### config.mk
export PLATFORM = sky130hd
export DESIGN_NAME = joust2_rom_loader_flat
export DESIGN_NICKNAME = d
export VERILOG_FILES = /design/src/rtl/joust2_rom_loader_if.sv /design/src/rtl/joust2_rom_loader.sv /design/src/flat_wrapper.sv
export SDC_FILE = /design/constraint.sdc
export NUM_CORES = 1
export LEC_CHECK = 0
export CAP_MARGIN = 15
export CORE_UTILIZATION = 45
export DETAILED_ROUTE_END_ITERATION = 10
export PLACE_DENSITY = 0.78
export SETUP_SLACK_MARGIN = 0.1
export SYNTH_ARGS = -nofsm -noshare
export SYNTH_HDL_FRONTEND = slang
export SYNTH_SLANG_ARGS = --single-unit
### constraint.sdc
create_clock -name clk_sys -period 4 [get_ports clk_sys]
set_clock_uncertainty 0.2 [all_clocks]
set_input_delay 0.8 -clock clk_sys [delete_from_list [all_inputs] [get_ports clk_sys]]
set_output_delay 0.8 -clock clk_sys [all_outputs]
set_load 0.05 [all_outputs]
### src/rtl/joust2_rom_loader_if.sv
// rtl/joust2_rom_loader_if.sv - download stream in, ROM write port and load status out
// Signals:
//   dn_download/dn_wr/dn_addr/dn_data : HPS byte stream (master drives)
//   rom_we/rom_addr/rom_data          : region write port (loader drives)
//   rom_ready/core_reset_n/load_error : load status (loader drives)
//   checksum/byte_count               : running totals of accepted bytes (loader drives)
interface joust2_rom_loader_if;
    logic        dn_download;
    logic        dn_wr;
    logic [18:0] dn_addr;
    logic [7:0]  dn_data;
    logic [3:0]  rom_we;
    logic [18:0] rom_addr;
    logic [7:0]  rom_data;
    logic        rom_ready;
    logic        core_reset_n;
    logic        load_error;
    logic [15:0] checksum;
    logic [18:0] byte_count;

    modport slave (
        input  dn_download, dn_wr, dn_addr, dn_data,
        output rom_we, rom_addr, rom_data, rom_ready, core_reset_n,
               load_error, checksum, byte_count
    );

    modport master (
        output dn_download, dn_wr, dn_addr, dn_data,
        input  rom_we, rom_addr, rom_data, rom_ready, core_reset_n,
               load_error, checksum, byte_count
    );
endinterface

### src/rtl/joust2_rom_loader.sv
// rtl/joust2_rom_loader.sv - splits the HPS ROM download into four regions and gates core reset
// Ports:
//   clk_sys : system clock
//   reset_n : asynchronous active-low reset
//   bus     : joust2_rom_loader_if.slave (download stream in, ROM writes and status out)
module joust2_rom_loader #(
    parameter logic [18:0] MAIN_SIZE = 19'h48000,
    parameter logic [18:0] SND_SIZE  = 19'h10000,
    parameter logic [18:0] GFX_SIZE  = 19'h0C000,
    parameter logic [18:0] CVSD_SIZE = 19'h18000
) (
    input  logic                 clk_sys,
    input  logic                 reset_n,
    joust2_rom_loader_if.slave   bus
);
    localparam logic [18:0] SND_BASE  = MAIN_SIZE;
    localparam logic [18:0] GFX_BASE  = SND_BASE + SND_SIZE;
    localparam logic [18:0] CVSD_BASE = GFX_BASE + GFX_SIZE;
    // 20 bits so an image of exactly 2^19 bytes is still representable
    localparam logic [19:0] TOTAL     = {1'b0, CVSD_BASE} + {1'b0, CVSD_SIZE};

    typedef enum logic [2:0] {S_IDLE, S_LOAD, S_CHECK, S_DONE, S_ERROR} state_t;

    state_t      state_q, state_d;
    logic        dl_q;
    logic [19:0] count_q, count_d;
    logic [15:0] sum_q, sum_d;
    logic [3:0]  we_q, we_d;
    logic [18:0] addr_q, addr_d;
    logic [7:0]  data_q, data_d;

    logic        rise, fall, in_seq, full;
    logic        accept, clear, ready, error;
    logic [3:0]  sel;
    logic [18:0] offset;

    assign rise   = bus.dn_download & ~dl_q;
    assign fall   = ~bus.dn_download & dl_q;
    assign in_seq = ({1'b0, bus.dn_addr} == count_q);
    assign full   = (count_q == TOTAL);

    // Region select and region-relative address from the parameter boundaries
    always_comb begin
        sel    = 4'b1000;
        offset = bus.dn_addr - CVSD_BASE;
        if (bus.dn_addr < SND_BASE) begin
            sel    = 4'b0001;
            offset = bus.dn_addr;
        end else if (bus.dn_addr < GFX_BASE) begin
            sel    = 4'b0010;
            offset = bus.dn_addr - SND_BASE;
        end else if (bus.dn_addr < CVSD_BASE) begin
            sel    = 4'b0100;
            offset = bus.dn_addr - GFX_BASE;
        end
    end

    always_ff @(posedge clk_sys or negedge reset_n) begin
        if (!reset_n) begin
            state_q <= S_IDLE;
            dl_q    <= 1'b0;
        end else begin
            state_q <= state_d;
            dl_q    <= bus.dn_download;
        end
    end

    always_comb begin
        state_d = state_q;
        case (state_q)
            S_IDLE, S_DONE, S_ERROR: if (rise) state_d = S_LOAD;
            S_LOAD: begin
                // A bad strobe wins over a coincident falling edge
                if (rise)                                  state_d = S_LOAD;
                else if (bus.dn_wr && (!in_seq || full))   state_d = S_ERROR;
                else if (fall)                             state_d = S_CHECK;
            end
            S_CHECK: state_d = full ? S_DONE : S_ERROR;
            default: state_d = S_IDLE;
        endcase
    end

    always_comb begin
        accept = 1'b0;
        clear  = 1'b0;
        ready  = (state_q == S_DONE);
        error  = (state_q == S_ERROR);
        case (state_q)
            S_IDLE, S_DONE, S_ERROR: clear = rise;
            S_LOAD: begin
                clear  = rise;
                accept = ~rise & bus.dn_wr & in_seq & ~full;
            end
            default: ;
        endcase
    end

    always_comb begin
        count_d = count_q;
        sum_d   = sum_q;
        we_d    = 4'b0000;
        addr_d  = addr_q;
        data_d  = data_q;
        if (clear) begin
            count_d = 20'd0;
            sum_d   = 16'd0;
        end else if (accept) begin
            count_d = count_q + 20'd1;
            sum_d   = sum_q + {8'h00, bus.dn_data};
            we_d    = sel;
            addr_d  = offset;
            data_d  = bus.dn_data;
        end
    end

    always_ff @(posedge clk_sys or negedge reset_n) begin
        if (!reset_n) begin
            count_q <= 20'd0;
            sum_q   <= 16'd0;
            we_q    <= 4'b0000;
            addr_q  <= 19'd0;
            data_q  <= 8'd0;
        end else begin
            count_q <= count_d;
            sum_q   <= sum_d;
            we_q    <= we_d;
            addr_q  <= addr_d;
            data_q  <= data_d;
        end
    end

    assign bus.rom_we       = we_q;
    assign bus.rom_addr     = addr_q;
    assign bus.rom_data     = data_q;
    assign bus.rom_ready    = ready;
    assign bus.core_reset_n = ready;
    assign bus.load_error   = error;
    assign bus.checksum     = sum_q;
    assign bus.byte_count   = count_q[18:0];
endmodule

### src/flat_wrapper.sv
// flat-port wrapper written by rule: the top's interface ports become plain ports
module joust2_rom_loader_flat 
#(
    parameter logic [18:0] MAIN_SIZE = 19'h48000,
    parameter logic [18:0] SND_SIZE  = 19'h10000,
    parameter logic [18:0] GFX_SIZE  = 19'h0C000,
    parameter logic [18:0] CVSD_SIZE = 19'h18000
)
  (clk_sys, reset_n, bus_dn_download, bus_dn_wr, bus_dn_addr, bus_dn_data, bus_rom_we, bus_rom_addr, bus_rom_data, bus_rom_ready, bus_core_reset_n, bus_load_error, bus_checksum, bus_byte_count);
  joust2_rom_loader_if bus_i ();
  input  logic clk_sys;
  input  logic reset_n;
  input wire logic [$bits(bus_i.dn_download)-1:0] bus_dn_download;
  input wire logic [$bits(bus_i.dn_wr)-1:0] bus_dn_wr;
  input wire logic [$bits(bus_i.dn_addr)-1:0] bus_dn_addr;
  input wire logic [$bits(bus_i.dn_data)-1:0] bus_dn_data;
  output wire logic [$bits(bus_i.rom_we)-1:0] bus_rom_we;
  output wire logic [$bits(bus_i.rom_addr)-1:0] bus_rom_addr;
  output wire logic [$bits(bus_i.rom_data)-1:0] bus_rom_data;
  output wire logic [$bits(bus_i.rom_ready)-1:0] bus_rom_ready;
  output wire logic [$bits(bus_i.core_reset_n)-1:0] bus_core_reset_n;
  output wire logic [$bits(bus_i.load_error)-1:0] bus_load_error;
  output wire logic [$bits(bus_i.checksum)-1:0] bus_checksum;
  output wire logic [$bits(bus_i.byte_count)-1:0] bus_byte_count;
  assign bus_i.dn_download = bus_dn_download;
  assign bus_i.dn_wr = bus_dn_wr;
  assign bus_i.dn_addr = bus_dn_addr;
  assign bus_i.dn_data = bus_dn_data;
  assign bus_rom_we = bus_i.rom_we;
  assign bus_rom_addr = bus_i.rom_addr;
  assign bus_rom_data = bus_i.rom_data;
  assign bus_rom_ready = bus_i.rom_ready;
  assign bus_core_reset_n = bus_i.core_reset_n;
  assign bus_load_error = bus_i.load_error;
  assign bus_checksum = bus_i.checksum;
  assign bus_byte_count = bus_i.byte_count;
  joust2_rom_loader #(.MAIN_SIZE(MAIN_SIZE), .SND_SIZE(SND_SIZE), .GFX_SIZE(GFX_SIZE), .CVSD_SIZE(CVSD_SIZE)) u_core (.clk_sys(clk_sys), .reset_n(reset_n), .bus(bus_i));
endmodule
==> flow_summary.ini, run 1 <==
[run_status]
outcome = complete, no violations

[worst_setup_path]
crit_arrival_ps = 3410
slowest_delay_ps = 610
cp_max_fo = 23
crit_required_ps = 4060
crit_chain = clkdlybuf4s50_1 -> xnor2_1 -> nand4_1 -> nor4_4 -> nand4b_4 -> or4_1 -> a21oi_1
start_kind = input port
critPathKind = in2reg
end_kind = flip-flop
crit_slowest_cell = or4_1

[timing]
setup_tns_ps = 0
max-slew-margin-rel_pct = 43.0
period_share_pct = 83.6
finalSetupViolations = 0
hold_viol = 0
fmax_mhz = 299
drv_slew = 0
tightest_slew_ps = 855
rsz0062_at_grt = no
fin_crit_ps = 3350

[final_layout]
fin_nets = 595
drive_above_1_share_pct = 6.15
syn_to_final_growth_pct = 26.3
antenna_cells = 0

[power_and_ir_drop]
combPwrFrac_pct = 13.5
ir_drop_mv = 0.212
clockPowerShare_pct = 36.1
p_total_mw = 1.48
internal-power_mw = 1.07
switching_share_pct = 27.9
power.density_nw_per_um2 = 278
power.switching_mw = 0.412
leakage_nw = 2.31
p_seq_share_pct = 50.4

[logic_synthesis]
synth_nets = 519
ys_warn_count = 0
yosysMostFrequentCell = nand2_1
synthTopCellsByCount = 102 x nand2_1, 71 x dfrtp_1, 29 x nand3_1
ys_seq_area_share_pct = 42.2
synth_top_flop_cell = dfrtp_1
synthesis.area_um2 = 4210
async_reset_ff_share_pct = 100
synth-edff-count = 0
syn_area_per_cell_um2 = 8.92
ys_types = 57
synthCells = 472
ys_ff_latch = 71
yosysTopAreaCell = dfrtp_1
yosys.area.top_type_share_pct = 42.2
synth_area_leaders = dfrtp_1 42%, nand2_1 9.1%, ha_1 4.5%

[place]
hpwlAfterDp_mm = 8.08
gp_congestion = 0.844
numPortBuffers = 99

[drt]
vias_per_cell = 5.66
post_drt_wl_per_cell_um = 17.0
drcViolationCount = 0
route.vias.total = 3739
totalWireLength_mm = 11.2
antenna_left = 0
first_iter_violations = 269
first_pass_iters = 7

[floorplan]
start_util_pct = 47.4
die_w_um = 98.7
core_area_um2 = 8890
die_height_um = 98.7
die_area_um2 = 9750
rows = 34
io-pin-count = 100

[grt]
grt.overflow.total = 0
grt_start_max_net_pins = 38
grt_usage_pct = 23.4
grt_first_pass_wirelength_mm = 17.9
antenna_found_initial = 0
grt_pass1_vias = 3587

[cts]
cts_hold_buf = 0
cts_resized = 0
clk_pin_slew_worst_paths_ps = 80
post-cts-setup-buffers = 0
clock-sinks = 71
cts_tree = done
root_buffer = clkbuf_8
cts.path.max_buffers = 2
clk_latency_ps = 350
cts-htree-levels = 3
numCtsBuffers = 9

[run]
cap_violations = 0

[min_path]
min_path_type = reg2reg
## metal layers
layer	GRT usage (%)	up-vias	wire (µm)
met5	0	-	0
met4	6.89	0	115
met3	5.53	13	730
met2	36.7	150	5270
met1	32.4	1801	5120
li1	-	1775	-
## cell families (layout without fill, tap and decap cells)
group                      count (synthesis)  count (layout)  share of synthesized area [%]
adders and majority gates                 16              16                           4.93
muxes                                      7               7                           1.66
xor gates and xnor gates                  27              27                           5.62
AOI/OAI and AO/OA                         75              75                           11.2
and+or+nand+nor                          220             220                           26.9
buffers and inverters                     56             137                           7.43
DFF                                       71              71                           42.2
## sequential cells by signal, indices dropped and copies added (netlist names)
name and count:
u_core.count_q 20, u_core.bus.rom_data 8, u_core.bus.checksum 16, u_core.dl_q 1, u_core.state_q 3, u_core.bus.rom_we 4
u_core.bus.rom_addr 19
## through the flow
stage               std cells  instance area (µm²)  hold WS [ps]  worst slack (ps)  utilization (%)
floorplan                 472                 4210           304              1190                -
global placement          645                 5140           256               433             57.8
detailed placement        645                 5140           257               314             57.8
CTS                       661                 5320           275               679             59.8
global route              661                 5320           302               564             59.8
finish                    661                 5320           273               654             59.8
## worst max-delay path: cells and delay by family
family | cells | cell delay [ps]
buffers and inverters | 1 | 600
AND/OR/NAND/NOR | 4 | 1680
XOR/XNOR | 1 | 160
AO/OA/AOI/OAI | 1 | 150
## path summary, 6_finish.rpt
check,slack [ps],to,start,cells after the start
max in group asynchronous,2550,u_core.bus.rom_data[1],reset_n,2
min,270,u_core.bus.rom_data[4],u_core.bus.rom_data[4],2
min reg2reg,270,u_core.bus.rom_data[4],u_core.bus.rom_data[4],2
max reg2reg,1150,u_core.count_q[15],u_core.count_q[13],6
max,650,u_core.count_q[15],bus_dn_addr[15],7
min in group asynchronous,360,u_core.bus.rom_we[1],reset_n,1
## power groups by stage
stage                     registers [mW]  logic [mW]  clock network (mW)
after floorplan                    0.750       0.117                   0
after detailed placement           0.759       0.198                   0
final                              0.745       0.199               0.534
after CTS                          0.744       0.199               0.541
after global placement             0.758       0.193                   0
after global routing               0.747       0.215               0.581
## layout by cell type, fill, tap and decap left out, types with 4 or more instances in the layout
cell type,instances
clkdlybuf4s50_1,98
o21ai_0,20
dfrtp_1,71
xor2_1,6
inv_1,15
buf_4,6
o211ai_1,5
nand4_1,10
xnor2_1,21
nand2_1,102
o31ai_1,8
nor4_1,4
nor3_1,4
a21oi_1,24
nor2b_1,4
nor2_1,21
mux2i_1,7
or4_1,12
ha_1,15
nand3_1,29
nand3b_1,4
clkbuf_8,11
## area by class of cell
type                            instances  area [µm²]
Tap cell                              108         135
Inverter                               15        56.3
Fill cell                             782        3570
Timing Repair Buffer                  106        1050
Sequential cell                        71        1780
Multi-Input combinational cell        345        2120
Clock inverter                          3        17.5
Clock buffer                           13         159
Power figures use the tool's default switching activity.
==> run 2, diff against run 1 <==
Clock period 4 ns to 3.5 ns, I/O delays scaled along.
==> flow_summary.ini, run 2 (same netlist as run 1, synthesis figures left out) <==
[grt]
use_met2_pct = 37.1
met1_usage_pct = 32.8
grt_start_max_net_pins = 46
grt.overflow.total = 0
grt_most_used_layer = met2
antenna_found_initial = 0
grt_usage_pct = 23.7
grt_first_pass_wirelength_mm = 18.1
met3_usage_pct = 4.61
grt_pass1_vias = 3583

[worst_setup_path]
start_kind = input port
crit_required_ps = 3580
reg2reg_depth = 8
rrSetupSlack_ps = 710
cp_max_fo = 12
end_kind = flip-flop
crit_arrival_ps = 3110
critPathKind = in2reg

[final_layout]
largest_register_ffs = 20
final_common_cell = nand2_1
drive_above_1_share_pct = 8.50
mostFrequentLayoutCells = 102 x nand2_1, 98 x clkdlybuf4s50_1, 71 x dfrtp_1
syn_to_final_growth_pct = 28.6
antenna_cells = 0
finalCoreUtilization_pct = 60.9
top_register = u_core.count_q
fin_nets = 607

[power_and_ir_drop]
ir_drop_mv = 0.226
p_total_mw = 1.75
leakage_nw = 2.38
combPwrFrac_pct = 13.2
switching_share_pct = 27.1
internal-power_mw = 1.27
clockPowerShare_pct = 38.1
power.density_nw_per_um2 = 323
power.switching_mw = 0.474
p_seq_share_pct = 48.7

[timing]
setup_tns_ps = 0
drv_slew = 0
fin_crit_ps = 3020
finalSetupViolations = 0
period_share_pct = 86.4
hold_viol = 0
rsz0062_at_grt = no
fmax_mhz = 331
max-slew-margin-rel_pct = 33.0
tightest_slew_ps = 1010

[floorplan]
core_area_um2 = 8890
io-pin-count = 100
rows = 34
die_w_um = 98.7
start_util_pct = 47.4
die_height_um = 98.7
die_area_um2 = 9750

[place]
hpwlAfterDp_mm = 8.07
gp_congestion = 0.863
numPortBuffers = 99

[cts]
cts_tree = done
cts_resized = 0
post-cts-setup-buffers = 0
clk_pin_slew_worst_paths_ps = 80
clk_latency_ps = 350
cts.path.max_buffers = 2
cts-htree-levels = 3
root_buffer = clkbuf_8
clock-sinks = 71
numCtsBuffers = 9
cts_hold_buf = 0

[drt]
first_pass_iters = 5
post_drt_wl_per_cell_um = 16.2
antenna_left = 0
first_iter_violations = 235
vias_per_cell = 5.62
route.vias.total = 3783
drcViolationCount = 0
totalWireLength_mm = 10.9

[run]
cap_violations = 0

[min_path]
min_path_type = reg2reg
holdPathStages = 2

[run_status]
outcome = complete, no violations
run 2: worst max-delay path: stages:
cell and delay (ps):
clkdlybuf4s50_1 420, ha_1 250, nor2_1 160, and3_1 210, nor4b_2 290, nand3b_2 280
buf_4 250, or4_1 460, nand2_1 80
run 2: cell type report:
| type | instances | area (µm²) |
|---|---|---|
| Fill cell | 773 | 3480 |
| Multi-Input combinational cell | 345 | 2120 |
| Sequential cell | 71 | 1780 |
| Timing Repair Buffer | 118 | 1130 |
| Clock buffer | 10 | 138 |
| Tap cell | 108 | 135 |
| Clock inverter | 6 | 60.1 |
| Inverter | 15 | 56.3 |
run 2: layer usage:
metal	vias up	part of all wire, %
met5	-	0
li1	1797	-
met2	145	46
met3	17	6.1
met4	0	2.1
met1	1824	45
run 2: stage by stage:
stage | instance area, µm² | std cells | hold WS (ps) | setup WS [ps]
floorplan | 4210 | 472 | 204 | 791
detailed placement | 5220 | 657 | 260 | 133
global placement | 5220 | 657 | 253 | 208
CTS | 5420 | 673 | 283 | 474
finish | 5420 | 673 | 277 | 476
global route | 5420 | 673 | 309 | 279
run 2: final timing paths:
kind	startpoint	end
max in group asynchronous	reset_n	u_core.state_q[1]
setup reg to reg	u_core.count_q[11]	u_core.bus.checksum[2]
hold reg to reg	u_core.bus.rom_data[4]	u_core.bus.rom_data[4]
setup / recovery	bus_dn_download	u_core.count_q[17]
hold / removal	u_core.bus.rom_data[4]	u_core.bus.rom_data[4]
min in group asynchronous	reset_n	u_core.bus.rom_we[0]
run 2: power groups by stage:
stage,registers (mW),clock network (mW),logic (mW)
floorplan,0.857,0,0.134
global placement,0.865,0,0.226
detailed placement,0.866,0,0.230
CTS,0.849,0.683,0.232
global route,0.853,0.721,0.253
finish,0.850,0.666,0.231
